<file path="src/rtl/fifo_wr_arbiter_if.sv">
`default_nettype none
// ============================================================================
//  Module   : fifo_wr_arbiter_if
//  Brief    : Bundle of producer request/data/ack and fifo write-port signals
//             shared by the round-robin fifo write arbiter.
//  Revision : 1.0  initial release
// ============================================================================
interface fifo_wr_arbiter_if #(
    parameter int D_W   = 8,
    parameter int N_REQ = 4,
    parameter int ID_W  = 2
);
    logic [N_REQ-1:0]     req;
    logic [N_REQ*D_W-1:0] req_data;
    logic [N_REQ-1:0]     ack;
    logic                 fifo_full;
    logic                 fifo_write;
    logic [D_W-1:0]       fifo_data;
    logic                 grant_valid;
    logic [ID_W-1:0]      grant_id;

    // Producers plus fifo side: drive requests, data and the full flag
    modport master (
        output req, req_data, fifo_full,
        input  ack, fifo_write, fifo_data, grant_valid, grant_id
    );

    // Arbiter side
    modport slave (
        input  req, req_data, fifo_full,
        output ack, fifo_write, fifo_data, grant_valid, grant_id
    );
endinterface
`default_nettype wire

</file>
<file path="src/rtl/fifo_wr_arbiter.sv">
`default_nettype none
// ============================================================================
//  Module   : fifo_wr_arbiter
//  Brief    : Round-robin arbiter sharing one fifo write port between N_REQ
//             producers. A grant lasts up to MAX_BURST accepted words, ends
//             early when the owner drops its request, and re-arbitrates in the
//             same edge so no idle cycle separates consecutive grants.
//  Revision : 1.0  initial release
// ============================================================================
module fifo_wr_arbiter #(
    parameter int D_W       = 8,
    parameter int N_REQ     = 4,
    parameter int MAX_BURST = 4,
    parameter int ID_W      = 2
) (
    input  wire logic        clk,
    input  wire logic        rst,     // asynchronous, active low
    fifo_wr_arbiter_if.slave bus
);

    localparam int                c_BC_W       = (MAX_BURST > 1) ? $clog2(MAX_BURST) : 1;
    localparam logic [c_BC_W-1:0] c_BURST_LAST = c_BC_W'(MAX_BURST - 1);
    localparam logic [N_REQ-1:0]  c_ONE_HOT0   = N_REQ'(1);

    typedef enum logic [0:0] {
        S_IDLE  = 1'b0,
        S_GRANT = 1'b1
    } state_t;

    state_t             r_state;
    logic [ID_W-1:0]    r_owner;
    logic [ID_W-1:0]    r_ptr;
    logic [c_BC_W-1:0]  r_burst;

    logic               w_granted;
    logic               w_req_own;
    logic               w_write;
    logic               w_release;
    logic [ID_W-1:0]    w_base;
    logic [ID_W-1:0]    w_idx;
    logic [ID_W-1:0]    w_winner;
    logic               w_found;

    assign w_granted = (r_state == S_GRANT);
    assign w_req_own = bus.req[r_owner];
    assign w_write   = w_granted & w_req_own & ~bus.fifo_full;

    // A dropped request only releases when the fifo is not full, so a stall
    // never loses the grant.
    assign w_release = w_granted &
                       ((w_write & (r_burst == c_BURST_LAST)) |
                        (~w_req_own & ~bus.fifo_full));

    // On release the search starts just after the old owner (the new pointer),
    // which leaves the old owner with lowest priority; when idle it starts at ptr.
    // N_REQ is a power of two, so ID_W-bit arithmetic wraps modulo N_REQ.
    assign w_base = w_granted ? (r_owner + ID_W'(1)) : r_ptr;

    // Priority search from w_base; walking offsets downward lets the smallest
    // offset with a request be the last (winning) assignment.
    always_comb begin
        w_found  = 1'b0;
        w_winner = '0;
        w_idx    = '0;
        for (int i = N_REQ - 1; i >= 0; i--) begin
            w_idx = w_base + ID_W'(i);
            if (bus.req[w_idx]) begin
                w_found  = 1'b1;
                w_winner = w_idx;
            end
        end
    end

    assign bus.fifo_write  = w_write;
    assign bus.ack         = w_write ? (c_ONE_HOT0 << r_owner) : '0;
    assign bus.fifo_data   = w_granted ? bus.req_data[r_owner*D_W +: D_W] : '0;
    assign bus.grant_valid = w_granted;
    assign bus.grant_id    = r_owner;

    // Grant state machine: arbitration, burst counting and pointer rotation
    always_ff @(posedge clk or negedge rst) begin
        if (!rst) begin
            r_state <= S_IDLE;
            r_owner <= '0;
            r_ptr   <= '0;
            r_burst <= '0;
        end else begin
            case (r_state)
                S_IDLE: begin
                    if (w_found) begin
                        r_state <= S_GRANT;
                        r_owner <= w_winner;
                        r_burst <= '0;
                    end
                end
                S_GRANT: begin
                    if (w_release) begin
                        r_ptr   <= r_owner + ID_W'(1);
                        r_burst <= '0;
                        if (w_found) begin
                            r_owner <= w_winner;
                        end else begin
                            r_state <= S_IDLE;
                        end
                    end else if (w_write) begin
                        r_burst <= r_burst + c_BC_W'(1);
                    end
                end
                default: begin
                    r_state <= S_IDLE;
                end
            endcase
        end
    end

endmodule
`default_nettype wire

</file>
<file path="src/flat_wrapper.sv">
// flat-port wrapper written by rule: the top's interface ports become plain ports
module fifo_wr_arbiter_flat 
#(
    parameter int D_W       = 8,
    parameter int N_REQ     = 4,
    parameter int MAX_BURST = 4,
    parameter int ID_W      = 2
)
  (clk, rst, bus_req, bus_req_data, bus_fifo_full, bus_ack, bus_fifo_write, bus_fifo_data, bus_grant_valid, bus_grant_id);
  fifo_wr_arbiter_if #(.D_W(D_W), .N_REQ(N_REQ), .ID_W(ID_W)) bus_i ();
  input  wire logic clk;
  input  wire logic rst;
  input wire logic [$bits(bus_i.req)-1:0] bus_req;
  input wire logic [$bits(bus_i.req_data)-1:0] bus_req_data;
  input wire logic [$bits(bus_i.fifo_full)-1:0] bus_fifo_full;
  output wire logic [$bits(bus_i.ack)-1:0] bus_ack;
  output wire logic [$bits(bus_i.fifo_write)-1:0] bus_fifo_write;
  output wire logic [$bits(bus_i.fifo_data)-1:0] bus_fifo_data;
  output wire logic [$bits(bus_i.grant_valid)-1:0] bus_grant_valid;
  output wire logic [$bits(bus_i.grant_id)-1:0] bus_grant_id;
  assign bus_i.req = bus_req;
  assign bus_i.req_data = bus_req_data;
  assign bus_i.fifo_full = bus_fifo_full;
  assign bus_ack = bus_i.ack;
  assign bus_fifo_write = bus_i.fifo_write;
  assign bus_fifo_data = bus_i.fifo_data;
  assign bus_grant_valid = bus_i.grant_valid;
  assign bus_grant_id = bus_i.grant_id;
  fifo_wr_arbiter #(.D_W(D_W), .N_REQ(N_REQ), .MAX_BURST(MAX_BURST), .ID_W(ID_W)) u_core (.clk(clk), .rst(rst), .bus(bus_i));
endmodule
</file>
<file path="config.mk">
export PLATFORM = sky130hd
export DESIGN_NAME = fifo_wr_arbiter_flat
export DESIGN_NICKNAME = d
export VERILOG_FILES = /design/src/rtl/fifo_wr_arbiter_if.sv /design/src/rtl/fifo_wr_arbiter.sv /design/src/flat_wrapper.sv
export SDC_FILE = /design/constraint.sdc
export NUM_CORES = 1
export LEC_CHECK = 0
export CAP_MARGIN = 20
export CORE_MARGIN = 4
export CORE_UTILIZATION = 35
export CTS_CLUSTER_SIZE = 10
export DETAILED_ROUTE_END_ITERATION = 8
export PLACE_DENSITY = 0.8
export SYNTH_ARGS = -nofsm -noshare
export SYNTH_HDL_FRONTEND = slang
export SYNTH_SLANG_ARGS = --single-unit
</file>
<file path="constraint.sdc">
create_clock -name clk -period 2.5 [get_ports clk]
set_input_delay 0.5 -clock clk [delete_from_list [all_inputs] [get_ports clk]]
set_output_delay 0.5 -clock clk [all_outputs]
set_load 0.1 [all_outputs]
</file>
==> flow_summary_export.csv <==
group,metric,value,unit
placed_design,portBuffers,54,
setup_path,critPathRequiredTime,2.00,ns
synth,syn_avg_cell_area,10.3,sq um
synth,synthFlopType,"dfrtp_1",
setup_path,r2r_cells,6,
status,status,"complete, no violations",
clocking,clock_latency,0.25,ns
clocking,postCtsHoldBufs,0,
finish,area_delta_synth_final,103,%
synth,syn_inst,77,
global_route,grt_max_degree,19,
finish,seq_area,184,sq um
drt,drc,0,
synth,synth_edf_count,0,
synth,ys_ff_latch,7,
finish,nFillCells,162,
global_route,antenna_found_initial,0,
floorplan,start_util,0.363,
timing,period_share,0.958,
timing,slew_viol_final,0,
timing,fmax,0.417,GHz
placed_design,hpwl,2.43,mm
timing,rsz0062_at_grt,"false",
run,drv_cap,0,
synth,synth.top_cell.area_share,0.226,
power_and_ir_drop,p_seq_frac,0.128,
synth,ys_top_cells_by_count,"and2_1, mux4_2, dfrtp_1, ha_1, mux2_2",
floorplan,dieHeight,55.7,microns
synth,synth_cell_type_count,28,
timing,fin_crit,2.40,ns
global_route,busiest_layer,"met2",
timing,relSlewSlack,0.680,
drt,antenna_left,0,
power_and_ir_drop,ir_drop,0.00102,V
power_and_ir_drop,p_clk_frac,0.045,
synth,synth_area_leaders,"mux4_2, dfrtp_1, and2_1",
min_path,min_path_type,"in2async",
clocking,clkSinkCount,7,
timing,setup_viol,0,
power_and_ir_drop,p_sw,1.26,mW
setup_path,crit_chain,"clkdlybuf4s50_1 > mux2_4 > mux2i_4 > nor3b_4 > and2_4 > buf_12",
floorplan,die-area,3100,sq um
global_route,gr-usage-all-layers,0.186,
setup_path,critical_path.max_fanout,5,
global_route,met1_usage,0.226,
setup_path,cp-start-kind,"input pin",
timing,fin_hold_ws,0.499,ns
floorplan,io_pins,55,
setup_path,path_class,"in2out",
finish,diodes,0,
finish,layout.nets,183,
synth,synth-seq-area-share,0.220,
synth,synth.most_common_cell,"and2_1",
drt,detail_route.wl_per_cell,17.1,microns
power_and_ir_drop,p_sw_frac,0.559,
drt,vias_per_cell,5.33,
finish,multi_input_area,644,sq um
synth,async_flop_share,1.00,
drt,drt_iter0_markers,31,
global_route,grt_pass1_wl,4.62,mm
floorplan,die_x,55.7,microns
synth,syn_nets,121,
drt,vias,884,
clocking,path_clk_slew,0.05,ns
finish,drive_above_1_share,0.399,
clocking,cts_tree,"done",
global_route,overflow,0,
timing,worstMarginPinSlew,0.466,ns
drt,drt_first_pass_iters,4,
timing,hold_violations,0,
synth,yosys_warnings,0,
power_and_ir_drop,combPwrFrac,0.827,
clocking,post-cts-setup-buffers,0,
synth,yosys.area.top_type,"mux4_2",
clocking,cts.repair.resized,0,
clocking,numCtsBuffers,3,
global_route,met2_usage,0.326,
power_and_ir_drop,cellLeakagePower,0.665,nW
setup_path,r2r_start,"u_core.bus.grant_id[0]$_DFFE_PN0P_",
clocking,cts.htree.levels,1,
synth,netlist_area,796,sq um
drt,routed_wl,2.85,mm
setup_path,cp_data_arrival_time,1.90,ns
global_route,grt_pass1_vias,926,
setup_path,crit_slowest_cell,"clkdlybuf4s50_1",
finish,utilization,0.736,
clocking,clk_path_buf_depth,2,
setup_path,crit_path_end_kind,"output pin",
setup_path,slowest_delay,0.50,ns
floorplan,core_area,2190,sq um
placed_design,gp_congestion,0.808,
power_and_ir_drop,cellInternalPower,0.991,mW
global_route,grt_use_met3,0.0510,
timing,clock_skew,0.00276,ns
power_and_ir_drop,power_density,1390,nW/um^2
floorplan,row_count,17,
clocking,clockRootBuffer,"clkbuf_4",
setup_path,crit_start,"bus_req[2]",
-- per-stage QoR --
step	setup TNS (ns)	worst slack, ns	total power [mW]	cells	area, sq um
floorplan	-1.66	-0.414	1.53	77	856
detailed placement	0	0.105	2.16	162	1590
global placement	0	0.135	2.10	162	1590
CTS	0	0.0953	2.26	166	1610
global route	0	0.0203	2.34	166	1610
finish	0	0.105	2.25	166	1610
-- layer usage --
metal / vias up / part of all wire
met5: - / 0
met4: 0 / 0.0042
met2: 53 / 0.49
met3: 2 / 0.088
met1: 421 / 0.42
li1: 408 / -
-- area by class of cell --
cell class                 instances  share of cell area
inverter                           4             0.00931
clock buffer                       4              0.0163
sequential                         7               0.114
timing repair buffer              60               0.439
multi-input combinational         63               0.400
tap                               28              0.0217
-- power by group through the flow --
stage	clock (mW)	combinational, mW	sequential (mW)
final	0.101	1.86	0.288
after global routing	0.115	1.92	0.307
after CTS	0.107	1.87	0.291
after detailed placement	0	1.86	0.294
after global placement	0	1.82	0.288
after floorplan	0	1.20	0.332
-- worst max-delay path: cells and delay by family --
| kind | cells | cell delay, ns |
|---|---|---|
| AND/OR/NAND/NOR | 2 | 0.47 |
| buffers and inverters | 2 | 0.66 |
| multiplexers | 2 | 0.26 |
-- flip-flops by register name, summed over array words and instances, names as in the netlist --
register                count
u_core.bus.grant_valid      1
u_core.bus.grant_id         2
u_core.r_burst              2
u_core.r_ptr                2
-- logic make-up after synthesis --
| family | share of synthesized area |
|---|---|
| AOI/OAI and AO/OA | 0.110 |
| muxes | 0.322 |
| adders and majority gates | 0.0786 |
| and+or+nand+nor | 0.234 |
| DFF | 0.220 |
| buffers and inverters | 0.0346 |
-- placed cells by master (no fill, tap or decap), types with 4 or more instances in the layout --
| cell | n |
|---|---|
| and2_2 | 8 |
| o21ai_0 | 4 |
| inv_1 | 4 |
| clkdlybuf4s50_1 | 38 |
| and2_4 | 4 |
| ha_1 | 5 |
| buf_12 | 13 |
| buf_4 | 9 |
| mux4_2 | 8 |
| dfrtp_1 | 4 |
-- final timing paths --
check                                                endpoint  slack, ns
min in group clk                u_core.r_burst[1]$_DFFE_PN0P_       0.50
max reg2reg                u_core.bus.grant_id[1]$_DFFE_PN0P_       0.21
max                                                bus_ack[1]       0.10
min reg2reg                     u_core.r_burst[1]$_DFFE_PN0P_       0.50
max in group asynchronous    u_core.bus.grant_valid$_DFF_PN0_       1.74
min                        u_core.bus.grant_id[0]$_DFFE_PN0P_       0.50
(Power assumes the default switching activity.)
